<file path="config.mk">
export PLATFORM = sky130hd
export DESIGN_NAME = golden_nonce_queue
export DESIGN_NICKNAME = d
export VERILOG_FILES = /design/src/rtl/golden_nonce_queue.sv
export SDC_FILE = /design/constraint.sdc
export NUM_CORES = 1
export LEC_CHECK = 0
export BUFFER_PORTS_ARGS = -buffer_cell sky130_fd_sc_hd__buf_2
export CAP_MARGIN = 0
export CORE_AREA = 3 3 224 226
export CTS_CLUSTER_DIAMETER = 50
export DETAILED_ROUTE_END_ITERATION = 16
export DIE_AREA = 0 0 227 229
export HOLD_SLACK_MARGIN = 0.15
export PLACE_DENSITY = 0.65
export SETUP_SLACK_MARGIN = 0.4
export SLEW_MARGIN = 10
export SYNTH_ARGS = -nofsm -noshare
export SYNTH_HDL_FRONTEND = slang
export SYNTH_SLANG_ARGS = --single-unit
</file>
<file path="constraint.sdc">
create_clock -name clk -period 5.8 [get_ports clk]
set_input_delay 0.58 -clock clk [delete_from_list [all_inputs] [get_ports clk]]
set_output_delay 0.58 -clock clk [all_outputs]
set_load 0.02 [all_outputs]
</file>
<file path="src/rtl/golden_nonce_queue.sv">
// golden_nonce_queue: captures golden nonces from the hasher cores, queues them in a
// small FIFO through a round-robin arbiter, and hands them one word at a time to
// serial_transmit. A load_flag toggle flushes queued and pending nonces.
// Optional build macro GOLDEN_NONCE_DEDUP_EN: drop a selected nonce that equals the
// most recently written one.
module golden_nonce_queue #(
  parameter int unsigned NUM_HASHERS = 6,
  parameter int unsigned DEPTH       = 8,
  parameter int unsigned DEPTH_LOG2  = 3
) (
  input  logic                      clk,
  input  logic                      reset_n,
  input  logic [NUM_HASHERS-1:0]    nonce_valid,
  input  logic [32*NUM_HASHERS-1:0] nonce_in,
  input  logic                      load_flag,
  input  logic                      tx_busy,
  output logic                      tx_send,
  output logic [31:0]               tx_word,
  output logic [DEPTH_LOG2:0]       fifo_count,
  output logic                      overflow
);

  localparam int unsigned PtrW = (NUM_HASHERS > 1) ? $clog2(NUM_HASHERS) : 1;
  localparam logic [PtrW:0] NumH = (PtrW+1)'(NUM_HASHERS);
  localparam logic [PtrW-1:0] LastIdx = PtrW'(NUM_HASHERS - 1);
  localparam logic [DEPTH_LOG2:0] DepthCnt = (DEPTH_LOG2+1)'(DEPTH);

  typedef enum logic [1:0] {StIdle, StWaitBusy, StWaitIdle} state_e;

  logic                   r_load_flag_d;
  logic                   w_flush;
  logic [NUM_HASHERS-1:0] r_pending;
  logic [31:0]            r_hold [NUM_HASHERS];
  logic                   r_overflow;
  logic [PtrW-1:0]        r_arb_ptr;
  logic [PtrW-1:0]        w_sel;
  logic [PtrW:0]          w_sum;
  logic                   w_sel_found;
  logic                   w_take;
  logic                   w_push;
  logic [NUM_HASHERS-1:0] w_drain;
  logic [31:0]            w_sel_word;
  logic [31:0]            r_mem [DEPTH];
  logic [DEPTH_LOG2-1:0]  r_wptr;
  logic [DEPTH_LOG2-1:0]  r_rptr;
  logic [DEPTH_LOG2:0]    r_count;
  logic                   w_pop;
  state_e                 r_state;
  state_e                 w_state_d;
  logic [1:0]             r_guard;
  logic [1:0]             w_guard_d;
  logic                   r_tx_send;
  logic [31:0]            r_tx_word;

  assign w_flush    = load_flag ^ r_load_flag_d;
  assign w_sel_word = r_hold[w_sel];
  // Arbiter judges fullness on the pre-pop count; a flush cycle writes nothing.
  assign w_take     = w_sel_found && (r_count < DepthCnt) && !w_flush;
  assign w_pop      = (r_state == StIdle) && (r_count != '0) && !tx_busy;

  assign tx_send    = r_tx_send;
  assign tx_word    = r_tx_word;
  assign fifo_count = r_count;
  assign overflow   = r_overflow;

  // Delayed copy of load_flag for toggle detection.
  always_ff @(posedge clk or negedge reset_n) begin
    if (!reset_n) r_load_flag_d <= 1'b0;
    else          r_load_flag_d <= load_flag;
  end

  // Round-robin search: first pending index at or after the pointer, wrapping.
  always_comb begin
    w_sel_found = 1'b0;
    w_sel       = '0;
    w_sum       = '0;
    for (int unsigned k = 0; k < NUM_HASHERS; k++) begin
      w_sum = {1'b0, r_arb_ptr} + (PtrW+1)'(k);
      if (w_sum >= NumH) w_sum = w_sum - NumH;
      if (!w_sel_found && r_pending[w_sum[PtrW-1:0]]) begin
        w_sel_found = 1'b1;
        w_sel       = w_sum[PtrW-1:0];
      end
    end
  end

  // One-hot of the hasher whose pending nonce is consumed this cycle.
  always_comb begin
    w_drain = '0;
    if (w_take) w_drain[w_sel] = 1'b1;
  end

`ifdef GOLDEN_NONCE_DEDUP_EN
  logic [31:0] r_last;
  logic        r_last_vld;

  assign w_push = w_take && !(r_last_vld && (r_last == w_sel_word));

  // Remember the last nonce written so a repeat can be dropped.
  always_ff @(posedge clk or negedge reset_n) begin
    if (!reset_n) begin
      r_last     <= '0;
      r_last_vld <= 1'b0;
    end else if (w_flush) begin
      r_last_vld <= 1'b0;
    end else if (w_push) begin
      r_last     <= w_sel_word;
      r_last_vld <= 1'b1;
    end
  end
`else
  assign w_push = w_take;
`endif

  // Capture stage: hold register and pending bit per hasher, sticky overflow.
  always_ff @(posedge clk or negedge reset_n) begin
    if (!reset_n) begin
      r_pending  <= '0;
      r_overflow <= 1'b0;
      for (int i = 0; i < NUM_HASHERS; i++) r_hold[i] <= '0;
    end else if (w_flush) begin
      r_pending <= '0;
    end else begin
      for (int i = 0; i < NUM_HASHERS; i++) begin
        if (nonce_valid[i]) begin
          r_hold[i]    <= nonce_in[32*i +: 32];
          r_pending[i] <= 1'b1;
          // Overwriting a nonce that is not leaving this cycle loses it.
          if (r_pending[i] && !w_drain[i]) r_overflow <= 1'b1;
        end else if (w_drain[i]) begin
          r_pending[i] <= 1'b0;
        end
      end
    end
  end

  // Arbiter pointer moves past the served hasher, holds otherwise.
  always_ff @(posedge clk or negedge reset_n) begin
    if (!reset_n)    r_arb_ptr <= '0;
    else if (w_take) r_arb_ptr <= (w_sel == LastIdx) ? '0 : w_sel + PtrW'(1);
  end

  // FIFO storage; contents need no reset because count gates every read.
  always_ff @(posedge clk) begin
    if (w_push) r_mem[r_wptr] <= w_sel_word;
  end

  // FIFO pointers and occupancy.
  always_ff @(posedge clk or negedge reset_n) begin
    if (!reset_n) begin
      r_wptr  <= '0;
      r_rptr  <= '0;
      r_count <= '0;
    end else if (w_flush) begin
      r_wptr  <= '0;
      r_rptr  <= '0;
      r_count <= '0;
    end else begin
      if (w_push) r_wptr <= r_wptr + DEPTH_LOG2'(1);
      if (w_pop)  r_rptr <= r_rptr + DEPTH_LOG2'(1);
      if (w_push && !w_pop)      r_count <= r_count + (DEPTH_LOG2+1)'(1);
      else if (!w_push && w_pop) r_count <= r_count - (DEPTH_LOG2+1)'(1);
    end
  end

  // Output FSM next state; WAIT_BUSY gives up after four quiet cycles.
  always_comb begin
    w_state_d = r_state;
    w_guard_d = r_guard;
    unique case (r_state)
      StIdle: begin
        if (w_pop) begin
          w_state_d = StWaitBusy;
          w_guard_d = '0;
        end
      end
      StWaitBusy: begin
        if (tx_busy)               w_state_d = StWaitIdle;
        else if (r_guard == 2'd3)  w_state_d = StIdle;
        else                       w_guard_d = r_guard + 2'd1;
      end
      StWaitIdle: begin
        if (!tx_busy) w_state_d = StIdle;
      end
      default: w_state_d = StIdle;
    endcase
  end

  // Output FSM state, send strobe and held word; flush does not touch these.
  always_ff @(posedge clk or negedge reset_n) begin
    if (!reset_n) begin
      r_state   <= StIdle;
      r_guard   <= '0;
      r_tx_send <= 1'b0;
      r_tx_word <= '0;
    end else begin
      r_state   <= w_state_d;
      r_guard   <= w_guard_d;
      r_tx_send <= w_pop;
      if (w_pop) r_tx_word <= r_mem[r_rptr];
    end
  end

endmodule

</file>
==> results of run 1 <==
Yosys cell counts (all sizes together), types with 4 or more instances:
master   instances
edfxtp         256
dfrtp          250
mux2           196
mux2i          135
nand2          127
o21ai           81
mux4            65
buf             46
nand3           38
clkbuf          30
nor2            20
a21oi           16
ha              13
inv             11
xnor2            9
nor3             7
and2             6
nor2b            6
xor2             6
o2111ai          5
a31oi            4
final cells by class:
type | instances | area, µm² | share of cell area
Antenna cell | 5 | 12.5 | 0.000486
Clock buffer | 68 | 1470 | 0.0569
Clock inverter | 37 | 315 | 0.0122
Inverter | 11 | 41.3 | 0.00160
Multi-Input combinational cell | 795 | 7430 | 0.288
Sequential cell | 506 | 13900 | 0.542
Tap cell | 622 | 778 | 0.0302
Timing Repair Buffer | 299 | 1760 | 0.0684
kinds of logic (layout without fill, tap and decap cells):
| family | count (synthesis) | after routing |
|---|---|---|
| flip-flops | 506 | 506 |
| buffers and inverters | 87 | 415 |
| AO/OA/AOI/OAI | 139 | 139 |
| XOR/XNOR | 15 | 15 |
| other | 0 | 5 |
| adder cells (fa/ha/maj) | 14 | 14 |
| multiplexers | 396 | 396 |
| AND/OR/NAND/NOR | 231 | 231 |
how the worst max path moves through the flow:
| stage | startpoint | end | slack (ps) | cells past startpoint |
|---|---|---|---|---|
| after floorplan | r_arb_ptr[0]$_DFFE_PN0P_ | r_mem[1][0]$_DFFE_PP_ | 380 | 13 |
| after global placement | r_arb_ptr[0]$_DFFE_PN0P_ | fifo_count[3]$_DFFE_PN0P_ | 1430 | 15 |
| after detailed placement | r_arb_ptr[1]$_DFFE_PN0P_ | r_mem[0][14]$_DFFE_PP_ | 1290 | 13 |
| after CTS | r_arb_ptr[1]$_DFFE_PN0P_ | r_mem[5][14]$_DFFE_PP_ | 1310 | 13 |
| after global routing | r_arb_ptr[1]$_DFFE_PN0P_ | r_mem[5][14]$_DFFE_PP_ | 1000 | 13 |
| final | r_arb_ptr[1]$_DFFE_PN0P_ | r_mem[7][13]$_DFFE_PP_ | 1210 | 13 |
sequential cells by signal (all words and copies together), names as in the netlist, 2 cells and up:
signal	count
fifo_count	4
r_arb_ptr	3
r_guard	2
r_hold	192
r_mem	256
r_pending	6
r_rptr	3
r_state	2
r_wptr	3
tx_word	32
per-stage QoR:
| step | cell area (µm²) | hold slack (ps) | util | setup slack [ps] | cells |
|---|---|---|---|---|---|
| floorplan | 21800 | 284 | - | 383 | 1388 |
| global placement | 23600 | 459 | 0.487 | 1430 | 2201 |
| detailed placement | 23600 | 466 | 0.487 | 1290 | 2201 |
| CTS | 25700 | 150 | 0.530 | 1310 | 2338 |
| global route | 25700 | 169 | 0.530 | 1000 | 2342 |
| finish | 25800 | 193 | 0.530 | 1210 | 2343 |
metal layers:
metal	up-vias	GRT usage	share of wire
met1	6365	0.287	0.46
met3	78	0.0391	0.053
met5	-	0	0.0012
li1	5823	-	-
met4	12	0.0590	0.022
met2	311	0.312	0.46
==> impl_metrics.csv, run 1 <==
group,metric,value,unit
logic_synthesis,synth_simple_gate_area_frac,0.0499,
worst_setup_path,worst_r2r_path_depth,13,
floorplanning,die_height,229,µm
sta,max-slew-margin-rel,0.340,
worst_setup_path,worst_setup_path_end_kind,"register",
worst_setup_path,crit_type,"reg -> reg",
cts,cts_inserted_buffers,56,
logic_synthesis,post_synth_xor_area_fraction,0.00639,
worst_setup_path,crit_slowest_cell,"sky130_fd_sc_hd__dfrtp_1",
cts,cts-hold-fix-buffers,32,
logic_synthesis,synth_compound_gate_area_share,0.0420,
worst_setup_path,ordered_list_of_cells_on_the_worst_path,"inv_1 > ha_1 > nor2b_1 > or4_4 > a211o_1 > and2_1 > o41ai_1 > a22oi_1 > o21ai_4 > buf_4 > buf_4 > nand3_1 > o21ai_1",
sta,timing.clock.skew,25.3,ps
logic_synthesis,synthMuxAreaShare,0.231,
sta,slew_viol_final,0,
cts,worst_skew_pair.late_latency,620,ps
worst_setup_path,worst-path-max-fanout,33,
hold_path,worst_hold_path.endpoint,"r_hold[144]$_DFFE_PN0P_",
cts,clkTransAtPathRegs,60,ps
job,max-cap-violations,0,
cts,post-cts-setup-buffer-count,0,
cts,cts-resized-gates,0,
detailed_routing,via_count,12589,
global_routing,initial_antenna_violation_count,11,
finish,final_net_count,1885,
logic_synthesis,synth_ff_type,"sky130_fd_sc_hd__edfxtp_1",
worst_setup_path,cpLargestDelayFamily,"compound AO/OA/AOI/OAI gates",
floorplanning,floorplan.rows,81,
detailed_routing,drt_pass_1_iters,5,
global_routing,grt_max_degree,139,
outcome,run_status,"finished, final reports clean",
detailed_routing,ant_nets,0,
worst_setup_path,slowest_delay,530,ps
worst_setup_path,rr_startpoint,"r_arb_ptr[1]$_DFFE_PN0P_",
logic_synthesis,async_reset_ff_frac,0.494,
worst_setup_path,cp_num_buf_inv,3,
hold_path,hold_path_startpoint,"nonce_in[48]",
worst_setup_path,worstSetupStartpointType,"register",
floorplanning,number_of_placed_i_o_pins,240,
sta,fin_tns_setup,0,ps
sta,finalSetupViolations,0,
logic_synthesis,synthesis.instances,1388,
floorplanning,fp.coreArea,48500,µm²
logic_synthesis,synth_fp_nets,1604,
logic_synthesis,leading_area_contributor_after_synthesis,"sky130_fd_sc_hd__edfxtp_1",
floorplanning,die_area,52000,µm²
sta,hold_viol_final,0,
global_routing,grt_util_all_layers,0.200,
cts,cts-root-to-sink-buffers,3,
hold_path,hold_class,"in -> reg",
worst_setup_path,path_common_cell,"sky130_fd_sc_hd__buf_4",
finish,area_growth_syn_to_layout,18.5,%
cts,tritoncts_num_sinks,506,
logic_synthesis,ys_types,78,
placed_design,io_buffers,239,
logic_synthesis,dominant_combinational_cell_family_by_area_after_synthesis,"multiplexers",
cts,htree_num_levels,2,
sta,clock.fmax,218,MHz
worst_setup_path,setup.reg_to_reg.worst_slack,1210,ps
sta,worst_slew_pin_slew,986,ps
finish,layout_commonest_cell,"sky130_fd_sc_hd__edfxtp_1",
logic_synthesis,number_of_flops_mapped_to_enable_cells_by_yosys,256,
hold_path,hold_depth,2,
worst_setup_path,r2r-end,"r_mem[7][13]$_DFFE_PP_",
global_routing,grt_pass1_wl,79300,µm
cts,clk_root_buffer_cell,"sky130_fd_sc_hd__clkbuf_16",
global_routing,grt_pass1_vias,13362,
logic_synthesis,yosys_warnings,0,
logic_synthesis,synthesis.area,21700,µm²
logic_synthesis,synth.top_cells.by_area,"sky130_fd_sc_hd__edfxtp_1 (35%), sky130_fd_sc_hd__dfrtp_1 (29%), sky130_fd_sc_hd__mux2_2 (10%)",
sta,period_share,0.792,
detailed_routing,wl_per_cell,22.0,µm
detailed_routing,totalWireLength,51500,µm
finish,layout-drive-gt1-share,0.378,
logic_synthesis,synth_top_cell_area_share,0.354,
placed_design,gp_routability_congestion,0.864,
floorplanning,die-width,227,µm
finish,layout_common_cells,"sky130_fd_sc_hd__edfxtp_1 (256), sky130_fd_sc_hd__dfrtp_1 (247), sky130_fd_sc_hd__buf_2 (238)",
logic_synthesis,ys_ff_latch,506,
finish,fill_cells,4010,
cts,cts_tree,"yes",
global_routing,globalRouteOverflowTotal,0,
worst_setup_path,cp.arrival,4930,ps
detailed_routing,avgViaCountPerCell,5.37,
detailed_routing,drt_iter0_markers,977,
detailed_routing,drcViolationCount,0,
logic_synthesis,synth_fa_ha_area_frac,0.00841,
sta,setup_repair_after_global_routing_missed_its_margin,"no",
floorplanning,floorplan.initialDensity,0.448,
worst_setup_path,worst-endpoint-required,6130,ps
placed_design,place_hpwl,33400,µm
logic_synthesis,avgSynthCellArea,15.7,µm²
sta,post-route-min-period,4590,ps
logic_synthesis,ys_seq_area_frac,0.642,
Power of run 1 is not shown: default switching activity piles up to over one toggle a cycle in this logic, so the estimate is an artifact.
==> run 2: changes to the inputs <==
--- a/config.mk
+++ b/config.mk
@@ -12,7 +12,7 @@
 export DETAILED_ROUTE_END_ITERATION = 16
 export DIE_AREA = 0 0 227 229
 export HOLD_SLACK_MARGIN = 0.15
-export PLACE_DENSITY = 0.65
+export PLACE_DENSITY = 0.63
 export SETUP_SLACK_MARGIN = 0.4
 export SLEW_MARGIN = 10
 export SYNTH_ARGS = -nofsm -noshare
==> constraint.sdc (replaced) <==
create_clock -name clk -period 4.5 [get_ports clk]
set_input_delay 0.45 -clock clk [delete_from_list [all_inputs] [get_ports clk]]
set_output_delay 0.45 -clock clk [all_outputs]
set_load 0.02 [all_outputs]
==> impl_metrics.csv, run 2 (synthesis gave the netlist of run 1 again) <==
group,metric,value,unit
cts,cts_inserted_buffers,56,
job,max-cap-violations,0,
worst_setup_path,crit_type,"reg -> reg",
worst_setup_path,worstSetupStartpointType,"register",
global_routing,grt_util_all_layers,0.218,
detailed_routing,wl_per_cell,21.6,µm
cts,cts-root-to-sink-buffers,3,
sta,period_share,0.855,
finish,final_net_count,2087,
sta,timing.clock.skew,13.9,ps
worst_setup_path,worst-endpoint-required,4780,ps
worst_setup_path,slowest_delay,430,ps
global_routing,grt_max_degree,99,
floorplanning,die_area,52000,µm²
sta,slew_viol_final,0,
worst_setup_path,cp.arrival,4120,ps
worst_setup_path,ordered_list_of_cells_on_the_worst_path,"buf_4 > mux2i_1 > buf_4 > mux2i_1 > o211ai_1 > o21ai_0 > a21oi_1 > o32a_4 > buf_12 > mux2i_1 > nand2_1 > nand3_1 > o21ai_1",
floorplanning,die-width,227,µm
global_routing,globalRouteOverflowTotal,0,
floorplanning,number_of_placed_i_o_pins,240,
sta,max-slew-margin-rel,0.300,
worst_setup_path,rr_startpoint,"r_arb_ptr[0]$_DFFE_PN0P_",
global_routing,initial_antenna_violation_count,7,
sta,fin_tns_setup,0,ps
cts,clkTransAtPathRegs,60,ps
cts,htree_num_levels,2,
sta,post-route-min-period,3850,ps
floorplanning,die_height,229,µm
worst_setup_path,crit_slowest_cell,"sky130_fd_sc_hd__mux2i_1",
detailed_routing,drt_pass_1_iters,5,
sta,finalSetupViolations,0,
finish,layout_commonest_cell,"sky130_fd_sc_hd__edfxtp_1",
global_routing,grt_pass1_vias,14593,
sta,setup_repair_after_global_routing_missed_its_margin,"no",
worst_setup_path,cpLargestDelayFamily,"compound AO/OA/AOI/OAI gates",
finish,layout-drive-gt1-share,0.367,
outcome,run_status,"finished, final reports clean",
placed_design,gp_routability_congestion,0.909,
floorplanning,fp.coreArea,48500,µm²
cts,worst_skew_pair.late_latency,600,ps
placed_design,io_buffers,239,
placed_design,place_hpwl,35300,µm
floorplanning,floorplan.rows,81,
cts,cts_tree,"yes",
finish,largest-register,"r_mem",
worst_setup_path,cp_num_buf_inv,3,
worst_setup_path,setup.worst_path.start,"r_arb_ptr[0]$_DFFE_PN0P_",
sta,hold_viol_final,0,
worst_setup_path,path_common_cell,"sky130_fd_sc_hd__mux2i_1",
detailed_routing,ant_nets,0,
global_routing,grt_pass1_wl,86500,µm
sta,clock.fmax,260,MHz
worst_setup_path,worst_setup_path_end_kind,"register",
floorplanning,floorplan.initialDensity,0.448,
detailed_routing,drcViolationCount,0,
detailed_routing,drt_iter0_markers,834,
hold_path,hold_class,"in -> async",
sta,worst_slew_pin_slew,1050,ps
cts,tritoncts_num_sinks,506,
detailed_routing,totalWireLength,55200,µm
cts,clk_root_buffer_cell,"sky130_fd_sc_hd__clkbuf_16",
detailed_routing,via_count,13593,
detailed_routing,avgViaCountPerCell,5.33,
finish,area_growth_syn_to_layout,29.1,%
worst_setup_path,worst-path-max-fanout,23,
finish,layout_common_cells,"sky130_fd_sc_hd__edfxtp_1 (256), sky130_fd_sc_hd__dfrtp_1 (246), sky130_fd_sc_hd__buf_2 (238)",
finish,largest_reg_flops,256,
[run 2: cell count changes in the layout (fill, tap and decap cells not counted), moves of 3 or more]
cell	previous run	this run
sky130_fd_sc_hd__ha_2	0	3
sky130_fd_sc_hd__buf_4	26	47
sky130_fd_sc_hd__o21ai_2	0	13
sky130_fd_sc_hd__ha_1	13	10
sky130_fd_sc_hd__dlygate4sd3_1	32	201
sky130_fd_sc_hd__nor3_2	3	0
sky130_fd_sc_hd__diode_2	5	12
sky130_fd_sc_hd__clkbuf_8	2	6
sky130_fd_sc_hd__nor3_4	0	3
sky130_fd_sc_hd__o21ai_1	38	25
sky130_fd_sc_hd__buf_12	2	12
sky130_fd_sc_hd__clkinv_2	13	5
[run 2: path summary, 6_finish.rpt]
path | end | slack, ps | depth (start not counted)
max | r_mem[2][27]$_DFFE_PP_ | 650 | 13
min | tx_word[30]$_DFFE_PN0P_ | 430 | 2
max reg2reg | r_mem[2][27]$_DFFE_PP_ | 650 | 13
min reg2reg | tx_word[19]$_DFFE_PN0P_ | 470 | 2
max in group asynchronous | r_hold[3]$_DFFE_PN0P_ | 3070 | 3
min in group clk | tx_word[19]$_DFFE_PN0P_ | 470 | 2
[run 2: area by class of cell]
class / instances / area [µm²]
Multi-Input combinational cell: 795 / 7550
Tap cell: 622 / 778
Clock buffer: 74 / 1530
Clock inverter: 31 / 320
Timing Repair Buffer: 501 / 3850
Sequential cell: 506 / 14000
Inverter: 11 / 41.3
Fill cell: 3694 / 20500
Antenna cell: 12 / 30.0
[run 2: stage by stage]
step | setup WS [ps] | cell area (µm²) | hold slack, ps | instances | utilization
6_report | 654 | 28000 | 428 | 2552 | 0.578
5_1_grt | 400 | 28000 | 498 | 2546 | 0.577
4_1_cts | 413 | 27900 | 478 | 2537 | 0.574
3_5_place_dp | 278 | 24000 | 465 | 2231 | 0.495
3_3_place_gp | 405 | 24000 | 458 | 2231 | 0.495
2_1_floorplan | 14.2 | 21800 | 154 | 1388 | -
[run 2: layer usage]
layer  GRT usage  share of wire
met4      0.0645          0.024
met5           0              0
met3      0.0413          0.057
met1       0.310           0.45
met2       0.343           0.47
[run 2: worst reg2reg max path: cells and delay by family, from the launching register on]
| family | cells | cell delay, ps |
|---|---|---|
| compound gates | 5 | 1420 |
| mux | 3 | 790 |
| buf+inv | 3 | 720 |
| flops | 1 | 340 |
| simple gates | 2 | 270 |
[run 2: timing repair]
item / CTS / global route
gates cloned: 0 / 1
gates resized for setup: 3 / 21
hold endpoints to repair: 295 / 0
pin swaps: 0 / 1
setup buffers: 0 / 2
hold buffers: 201 / 0
setup endpoints to repair: 118 / 257
Power of run 2 is left out for the same reason.
